File: config.mk
export PLATFORM = sky130hd
export DESIGN_NAME = uart_frame_link
export DESIGN_NICKNAME = d
export VERILOG_FILES = /design/src/rtl/uart_link_pkg.sv /design/src/rtl/uart_tx_serializer.sv /design/src/rtl/uart_frame_link.sv
export SDC_FILE = /design/constraint.sdc
export NUM_CORES = 2
export LEC_CHECK = 0
export CORE_ASPECT_RATIO = 1.4
export CORE_UTILIZATION = 49
export CTS_CLUSTER_DIAMETER = 80
export DETAILED_ROUTE_END_ITERATION = 12
export PLACE_DENSITY_LB_ADDON = 0.3
export SLEW_MARGIN = 10
export SYNTH_ARGS = -nofsm -noshare
export SYNTH_HDL_FRONTEND = slang
export SYNTH_SLANG_ARGS = --single-unit
File: constraint.sdc
create_clock -name clock -period 2.15 [get_ports clock]
set_input_delay 0.43 -clock clock [delete_from_list [all_inputs] [get_ports clock]]
set_output_delay 0.43 -clock clock [all_outputs]
set_load 0.01 [all_outputs]
File: src/rtl/uart_link_pkg.sv
// rtl/uart_link_pkg.sv - shared constants and TX state encoding for the uart frame link
package uart_link_pkg;

    localparam int BYTE_W = 8;

    typedef enum logic [1:0] {
        TX_IDLE,
        TX_SEND,
        TX_WAIT_HI,
        TX_WAIT_LO
    } tx_state_t;

endpackage

File: src/rtl/uart_tx_serializer.sv
// rtl/uart_tx_serializer.sv - TX FSM and shift register sending a result word MSB-first
module uart_tx_serializer
    import uart_link_pkg::*;
#(
    parameter int TX_BYTES = 4
) (
    input  logic                       clock,
    input  logic                       reset_n,
    input  logic [TX_BYTES*BYTE_W-1:0] result_data,
    input  logic                       result_req,
    output logic                       result_ack,
    output logic [BYTE_W-1:0]          tx_din,
    output logic                       tx_wr_en,
    input  logic                       tx_busy,
    output logic                       tx_active
);

    localparam int WORD_W = TX_BYTES * BYTE_W;
    localparam int REM_W  = $clog2(TX_BYTES + 1);

    tx_state_t          r_state;
    tx_state_t          w_next_state;
    logic [WORD_W-1:0]  r_tx_shift;
    logic [REM_W-1:0]   r_rem;
    logic [BYTE_W-1:0]  r_tx_din;
    logic               r_tx_wr_en;
    logic               r_result_ack;
    logic               r_tx_active;
    logic               w_accept;
    logic               w_issue;
    logic               w_byte_done;

    // State register
    always_ff @(posedge clock or negedge reset_n) begin
        if (!reset_n) r_state <= TX_IDLE;
        else          r_state <= w_next_state;
    end

    // Next-state: one uart write per byte, paced by the busy high/low handshake
    always_comb begin
        w_next_state = r_state;
        case (r_state)
            TX_IDLE:    if (result_req) w_next_state = TX_SEND;
            TX_SEND:    if (!tx_busy)   w_next_state = TX_WAIT_HI;
            TX_WAIT_HI: if (tx_busy)    w_next_state = TX_WAIT_LO;
            TX_WAIT_LO: if (!tx_busy)   w_next_state = (r_rem == REM_W'(1)) ? TX_IDLE : TX_SEND;
            default:                    w_next_state = TX_IDLE;
        endcase
    end

    // Output decode: datapath events derived from the current state
    always_comb begin
        w_accept    = (r_state == TX_IDLE)    && result_req;
        w_issue     = (r_state == TX_SEND)    && !tx_busy;
        w_byte_done = (r_state == TX_WAIT_LO) && !tx_busy;
    end

    // Datapath: latch word on accept, present MSB byte on issue, shift after uart finishes
    always_ff @(posedge clock or negedge reset_n) begin
        if (!reset_n) begin
            r_tx_shift   <= '0;
            r_rem        <= '0;
            r_tx_din     <= '0;
            r_tx_wr_en   <= 1'b0;
            r_result_ack <= 1'b0;
            r_tx_active  <= 1'b0;
        end else begin
            r_result_ack <= w_accept;
            r_tx_wr_en   <= w_issue;
            if (w_accept) begin
                r_tx_shift  <= result_data;
                r_rem       <= REM_W'(TX_BYTES);
                r_tx_active <= 1'b1;
            end
            if (w_issue) r_tx_din <= r_tx_shift[WORD_W-1 -: BYTE_W];
            if (w_byte_done) begin
                r_tx_shift <= r_tx_shift << BYTE_W;
                r_rem      <= r_rem - REM_W'(1);
                if (r_rem == REM_W'(1)) r_tx_active <= 1'b0;
            end
        end
    end

    assign result_ack = r_result_ack;
    assign tx_din     = r_tx_din;
    assign tx_wr_en   = r_tx_wr_en;
    assign tx_active  = r_tx_active;

endmodule

File: src/rtl/uart_frame_link.sv
// rtl/uart_frame_link.sv - full-duplex RX header framer and TX result serializer
module uart_frame_link
    import uart_link_pkg::*;
#(
    parameter int RX_BYTES     = 80,
    parameter int TX_BYTES     = 4,
    parameter int IDLE_TIMEOUT = 5_000_000,
    parameter int CNT_W        = 32
) (
    input  logic                       clock,
    input  logic                       reset_n,
    input  logic                       rx_rdy,
    input  logic [BYTE_W-1:0]          rx_data,
    output logic                       rx_rdy_clr,
    output logic [BYTE_W-1:0]          tx_din,
    output logic                       tx_wr_en,
    input  logic                       tx_busy,
    output logic [RX_BYTES*BYTE_W-1:0] header_data,
    output logic                       header_valid,
    output logic                       rx_timeout_err,
    output logic [CNT_W-1:0]           byte_count,
    input  logic [TX_BYTES*BYTE_W-1:0] result_data,
    input  logic                       result_req,
    output logic                       result_ack,
    output logic                       tx_active
);

    localparam int HDR_W  = RX_BYTES * BYTE_W;
    localparam int IDX_W  = $clog2(RX_BYTES + 1);
    localparam int IDLE_W = (IDLE_TIMEOUT > 0) ? $clog2(IDLE_TIMEOUT + 1) : 1;

    logic              r_rx_rdy_q;
    logic              r_rx_rdy_clr;
    logic [CNT_W-1:0]  r_byte_count;
    logic [IDX_W-1:0]  r_rx_idx;
    logic [HDR_W-1:0]  r_shadow;
    logic [HDR_W-1:0]  r_header_data;
    logic              r_header_valid;
    logic              r_timeout_err;
    logic [IDLE_W-1:0] r_idle_cnt;
    logic              w_accept;
    logic              w_last;
    logic              w_expire;
    logic [HDR_W-1:0]  w_shadow_next;

    // A byte is taken only on the rising edge of rx_rdy, so a held level counts once
    assign w_accept      = rx_rdy && !r_rx_rdy_q;
    assign w_last        = w_accept && (r_rx_idx == IDX_W'(RX_BYTES - 1));
    assign w_shadow_next = (r_shadow << BYTE_W) | HDR_W'(rx_data);
    assign w_expire      = (IDLE_TIMEOUT != 0) && (r_rx_idx != '0) && !w_accept &&
                           (r_idle_cnt == IDLE_W'(IDLE_TIMEOUT));

    // Edge detect, clear strobe back to the uart, and the running byte counter
    always_ff @(posedge clock or negedge reset_n) begin
        if (!reset_n) begin
            r_rx_rdy_q   <= 1'b0;
            r_rx_rdy_clr <= 1'b0;
            r_byte_count <= '0;
        end else begin
            r_rx_rdy_q   <= rx_rdy;
            r_rx_rdy_clr <= w_accept;
            if (w_accept) r_byte_count <= r_byte_count + CNT_W'(1);
        end
    end

    // Framer: shift bytes into the shadow, publish on the last byte, drop partial frames on timeout
    always_ff @(posedge clock or negedge reset_n) begin
        if (!reset_n) begin
            r_rx_idx       <= '0;
            r_shadow       <= '0;
            r_header_data  <= '0;
            r_header_valid <= 1'b0;
            r_timeout_err  <= 1'b0;
        end else begin
            r_header_valid <= 1'b0;
            r_timeout_err  <= 1'b0;
            if (w_accept) begin
                r_shadow <= w_shadow_next;
                if (w_last) begin
                    r_header_data  <= w_shadow_next;
                    r_header_valid <= 1'b1;
                    r_rx_idx       <= '0;
                end else begin
                    r_rx_idx <= r_rx_idx + IDX_W'(1);
                end
            end else if (w_expire) begin
                r_rx_idx      <= '0;
                r_timeout_err <= 1'b1;
            end
        end
    end

    // Inter-byte idle counter: runs only inside a partial frame and saturates at the limit
    always_ff @(posedge clock or negedge reset_n) begin
        if (!reset_n) begin
            r_idle_cnt <= '0;
        end else if (w_accept || (r_rx_idx == '0)) begin
            r_idle_cnt <= '0;
        end else if (r_idle_cnt != IDLE_W'(IDLE_TIMEOUT)) begin
            r_idle_cnt <= r_idle_cnt + IDLE_W'(1);
        end
    end

    uart_tx_serializer #(
        .TX_BYTES (TX_BYTES)
    ) u_tx (
        .clock       (clock),
        .reset_n     (reset_n),
        .result_data (result_data),
        .result_req  (result_req),
        .result_ack  (result_ack),
        .tx_din      (tx_din),
        .tx_wr_en    (tx_wr_en),
        .tx_busy     (tx_busy),
        .tx_active   (tx_active)
    );

    assign rx_rdy_clr     = r_rx_rdy_clr;
    assign byte_count     = r_byte_count;
    assign header_data    = r_header_data;
    assign header_valid   = r_header_valid;
    assign rx_timeout_err = r_timeout_err;

endmodule

; After elaboration in Yosys (flattened, before gate mapping)
; Cells that the tools add are included.
[op_classes]
bitwise = 1
eq_ne = 11
add_sub_neg = 4
n_reduce_logical = 19
muxes = 22
[ops]
columns = cell, count
row1 = $or A640 B8 Y640, 1
row2 = $mux W32, 2
row3 = $mux W23, 2
row4 = $add A32 B1 Y32 const B, 1
row5 = $add A23 B1 Y23 const B, 1
row6 = $eq A23 B23 Y1 const B, 1
row7 = $ne A23 B23 Y1 const B, 1
row8 = $mux W7, 3
row9 = $mux W1, 8
row10 = $mux W2, 4
row11 = $ne A2 B2 Y1 const B, 4
row12 = $pmux W2 S4, 1
row13 = $add A7 B1 Y7 const B, 1
row14 = $eq A7 B7 Y1 const B, 1
row15 = $logic_and A1 B1 Y1, 7
row16 = $logic_not A7 Y1, 1
row17 = $reduce_bool A7 Y1, 1
row18 = $mux W3, 2
row19 = $reduce_bool A2 Y1, 3
row20 = $eq A2 B2 Y1 const B, 2
row21 = $reduce_and A4 Y1, 1
row22 = $eq A3 B1 Y1 const B, 1
row23 = $logic_not A1 Y1, 3
row24 = $sub A3 B1 Y3 const B, 1
row25 = 4 further kinds, 4
[totals]
register_bits = 1386
output_inout_bits = 686
wordCells = 73
inputBits = 45

; Logic depth before layout (Yosys ltp)
[logic_depth]
word_depth = 7
depth_mapped = 8
depth_no_buf = 7

; Modules after synthesis
; Synthesis repeated with hierarchy kept, for this count alone.
[hier_totals]
hier_cells = 4558
hier_area_um2 = 52382.7
[by_module_without_submodules]
columns = mod, instances, cells_each, area_per_inst_um2
row1 = uart_frame_link, 1, 4332, 50224.4
row2 = uart_tx_serializer, 1, 226, 2158.3

; Worst setup path after synthesis
; No wires, ideal clock.
[synth_path]
path_kind = reg-to-reg
startpoint = reg r_rx_idx[0]
endpoint = reg r_header_data[550] (netlist: header_data[550])
path_slack_ps = 98
path_stages_with_launch = 8
t_arrival_ps = 1927
setup_time_ps = 125
n_path_buf = 3
cell_sequence = dfrtp_1 > ha_1 > and3_1 > nand4_1 > buf_2 > clkbuf_1 > buf_2 > mux2_2
[synth_via]
elab_chain_cells = 3
[synth_rtl]
columns = item, line
row1 = from (decl), uart_frame_link.sv:35  ; logic [IDX_W-1:0] r_rx_idx;
row2 = from (signal assigned), uart_frame_link.sv:84  ; r_rx_idx <= r_rx_idx + IDX_W'(1);
row3 = $eq A7 B7 Y1, uart_frame_link.sv:48  ; assign w_last = w_accept && (r_rx_idx == IDX_W'(RX_BYTES - 1));
row4 = $logic_and A1 B1 Y1, uart_frame_link.sv:48
row5 = $reduce_and A2 Y1 (no line), n/a
row6 = to (signal assigned), uart_frame_link.sv:80  ; r_header_data <= w_shadow_next;
row7 = to (decl), uart_frame_link.sv:37  ; logic [HDR_W-1:0] r_header_data;
; No other way between the ends.
; A chain may end at the register's enable or synchronous reset.

; Worst setup path in the final report
[layout_path]
startpoint = reg r_idle_cnt[5]
endpoint = reg r_rx_idx[2]
[layout_via]
elab_chain_cells = 3
[layout_rtl]
columns = item, line
row1 = from (decl), uart_frame_link.sv:40  ; logic [IDLE_W-1:0] r_idle_cnt;
row2 = from (signal assigned), uart_frame_link.sv:100  ; r_idle_cnt <= r_idle_cnt + IDLE_W'(1);
row3 = $eq A23 B23 Y1, uart_frame_link.sv:51  ; (r_idle_cnt == IDLE_W'(IDLE_TIMEOUT));
row4 = $logic_and A1 B1 Y1, uart_frame_link.sv:50  ; assign w_expire = (IDLE_TIMEOUT != 0) && (r_rx_idx != '0) && !w_accept &&
row5 = $reduce_bool A2 Y1 (no line), n/a
; No other way between the ends.

==> flow_summary.yaml <==
placed_design:
  portBuffers: 730
  dpl.hpwl_um: 93780
  gp_congestion: 0.8570
  dpl_worst_slack_ns: -0.1740
cells_and_area:
  antennaDiodeCount: 0
  fin_util: 0.6334
  nFillCells: 8219
  multi_input_area_sq_um: 16700
  drive_gt1_frac: 0.1975
  fin_nets: 5470
  seqCellArea_sq_um: 34700
  areaGrowthSynthToFinish_pct: 27.76
run:
  cap_violations: 0
synth:
  synthArstFlopShare: 1.000
  syn_inst: 4563
  synth_top_flop_cell: "dfrtp_1"
  netlist.area_leader.share: 0.6621
  synthesis.area_sq_um: 52390
  ys_ff_latch: 1386
  synth-edff-count: 0
  synth.top_cells.by_area: "dfrtp_1 (66%), nand2_1 (14%), mux2_2 (14%)"
  post-synth-top-area-cell: "dfrtp_1"
  syn_area_per_cell_sq_um: 11.48
  synthesis.nets: 4620
  synth.distinct_cells: 52
  ys_seq_area_frac: 0.6621
  synth_warnings: 0
cts:
  path_clk_slew_ns: 0.06
  cts_tree: "yes"
  root_buffer: "clkbuf_16"
  clockBufferDepth: 3
  cts_sinks: 1386
  cts_buffers: 130
  htree_levels: 4
  clkLatencyLatePin_ns: 0.74
global_routing:
  grt_pass1_wl_um: 210800
  grt_max_degree: 111
  overflow: 0
  antenna_found_initial: 0
  grt_pass1_vias: 36660
  grt_util_all_layers: 0.2509
detailed_routing:
  drt_iter0_markers: 2228
  post_drt_wl_per_cell_um: 19.50
  wl_um: 134000
  ant_nets: 0
  drcViolationCount: 0
  firstDrtPassIters: 7
  viasPerCell: 5.144
  vias: 35350
worst_setup_path:
  critPathArrivalTime_ns: 2.69
  critPathKind: "reg -> reg"
  startpoint_type: "register"
  critical_path.max_fanout: 5
  cp-end-kind: "register"
  worst_ep_required_time_ns: 2.74
power:
  clock_power_share: 0.417
  p_int_uw: 41910
  netSwitchingFraction: 0.2399
  leakagePower_uw: 0.03739
  peakVddDrop_uv: 779.5
  pwr-share-comb: 0.072
  p_per_area_nw_per_um2: 823.9
  power.share.sequential: 0.511
  p_sw_uw: 13230
die:
  die_w_um: 278.3
  num_io_pins: 731
  start_util: 0.4957
  die_y_um: 388.9
  num_rows: 141
  core_sq_um: 105700
  die_area_sq_um: 108200
timing:
  period_needed_ns: 2.099
  fmax_mhz: 476.3
  fin_ws_ns: 0.05059
  tightest_slew_ns: 0.5575
  final_max_slew_viol_count: 0
  skew_ns: 0.03021
  finalSetupViolations: 0
  rsz0062_at_grt: "false"
  maxSlewHeadroom: 0.6283
  min_period_over_period: 0.9765
  hold_viol_final: 0
  whs_ns: 0.2434
hold_path:
  worstHoldPathType: "in -> reg"
outcome:
  outcome: "finished, final reports clean"
## flip-flops by register name, indices dropped and copies added, names as in the netlist
name and cells:
header_data 640, r_shadow 632, byte_count 32, u_tx.r_tx_shift 32, r_idle_cnt 23, u_tx.tx_din 8
r_rx_idx 7, u_tx.r_rem 3, u_tx.r_state 2, header_valid 1, r_rx_rdy_q 1, rx_rdy_clr 1
rx_timeout_err 1, u_tx.result_ack 1, u_tx.tx_active 1, u_tx.tx_wr_en 1
## worst paths after layout
kind / from / end / slack [ns] / cells past startpoint
worst max-delay path: r_idle_cnt[5] / r_rx_idx[2] / 0.05 / 4
worst min-delay path: result_data[7] / u_tx.r_tx_shift[7] / 0.24 / 3
worst max register to register: r_idle_cnt[5] / r_rx_idx[2] / 0.05 / 4
worst min register to register: r_shadow[32] / r_shadow[40] / 0.47 / 2
max in group asynchronous: reset_n / r_shadow[471] / 0.96 / 3
min in group asynchronous: reset_n / u_tx.r_tx_shift[18] / 0.25 / 2
## what timing repair did
item	4_1_cts	5_1_grt
setup endpoints to repair	433	12
hold buffers	1	0
endpoints found under the hold margin	173	0
buffers inserted	14	1
resized for setup	438	14
pin swaps	0	2
## cell families after synthesis
| logic type | share of synthesized area |
|---|---|
| compound gates | 0.009100 |
| flops | 0.6621 |
| buf+inv | 0.01968 |
| fa+ha+maj | 0.002866 |
| simple gates | 0.1595 |
| mux | 0.1399 |
| xor+xnor | 0.006855 |
## routing by layer
metal | global-route usage | vias up | share of wire
li1 | - | 16450 | -
met1 | 0.3094 | 17710 | 0.40
met2 | 0.4058 | 931 | 0.48
met3 | 0.06806 | 260 | 0.068
met4 | 0.1279 | 0 | 0.049
met5 | 0 | - | 0
## power groups by stage
| stage | logic [uW] | registers [uW] | clock network [uW] |
|---|---|---|---|
| 6_report | 3960 | 28200 | 23000 |
| 5_1_grt | 4490 | 28300 | 24400 |
| 4_1_cts | 4010 | 28200 | 23600 |
| 3_5_place_dp | 4050 | 28600 | 0 |
| 3_3_place_gp | 3920 | 28600 | 0 |
| 2_1_floorplan | 1970 | 28400 | 0 |
## worst max-delay path: stages, from the launching register on
cell and delay (ns):
dfrtp_1 0.40, or4_4 0.55, or4_4 0.62, o311ai_4 0.30
o21ai_1 0.10
## synthesized netlist by cell type, types with 8 or more instances
library cell / n
clkbuf_1: 148
a21oi_1: 21
buf_1: 18
nand4_1: 17
mux2_2: 649
dfrtp_1: 1386
nand3_1: 21
xnor2_1: 24
inv_1: 17
and3_1: 8
nand2_1: 1990
buf_2: 65
nor2_1: 44
xor2_1: 17
nor3_1: 12
o21ai_0: 12
a31oi_1: 27
ha_1: 12
## through the flow
step	power [uW]	setup TNS [ns]	instance area (sq um)	std cells
5_1_grt	57260	0	66930	6873
2_1_floorplan	30350	0	52390	4563
4_1_cts	55760	0	66870	6872
3_5_place_dp	32680	-76.18	63010	6623
3_3_place_gp	32520	-83.37	63010	6623
6_report	55150	0	66930	6873
## layout by cell type, fill, tap and decap left out, types with 21 or more instances in the layout
cell type        instances
clkbuf_1                42
dlygate4sd2_1          422
mux2_2                 649
xnor2_1                 24
clkbuf_8                21
buf_12                  81
nand3_1                 21
clkdlybuf4s50_1        296
clkbuf_16              135
nand2_1               1990
buf_4                  138
a21oi_1                 21
a31oi_1                 27
nor2_1                  44
dfrtp_1               1370
## cell type report
class | instances | share of cell area
Clock buffer | 198 | 0.05715
Timing Repair Buffer | 950 | 0.1418
Tap cell | 1358 | 0.02539
Multi-Input combinational cell | 2926 | 0.2495
Inverter | 19 | 0.001178
Clock inverter | 36 | 0.006449
Sequential cell | 1386 | 0.5185
Power figures use the tool's default switching activity.
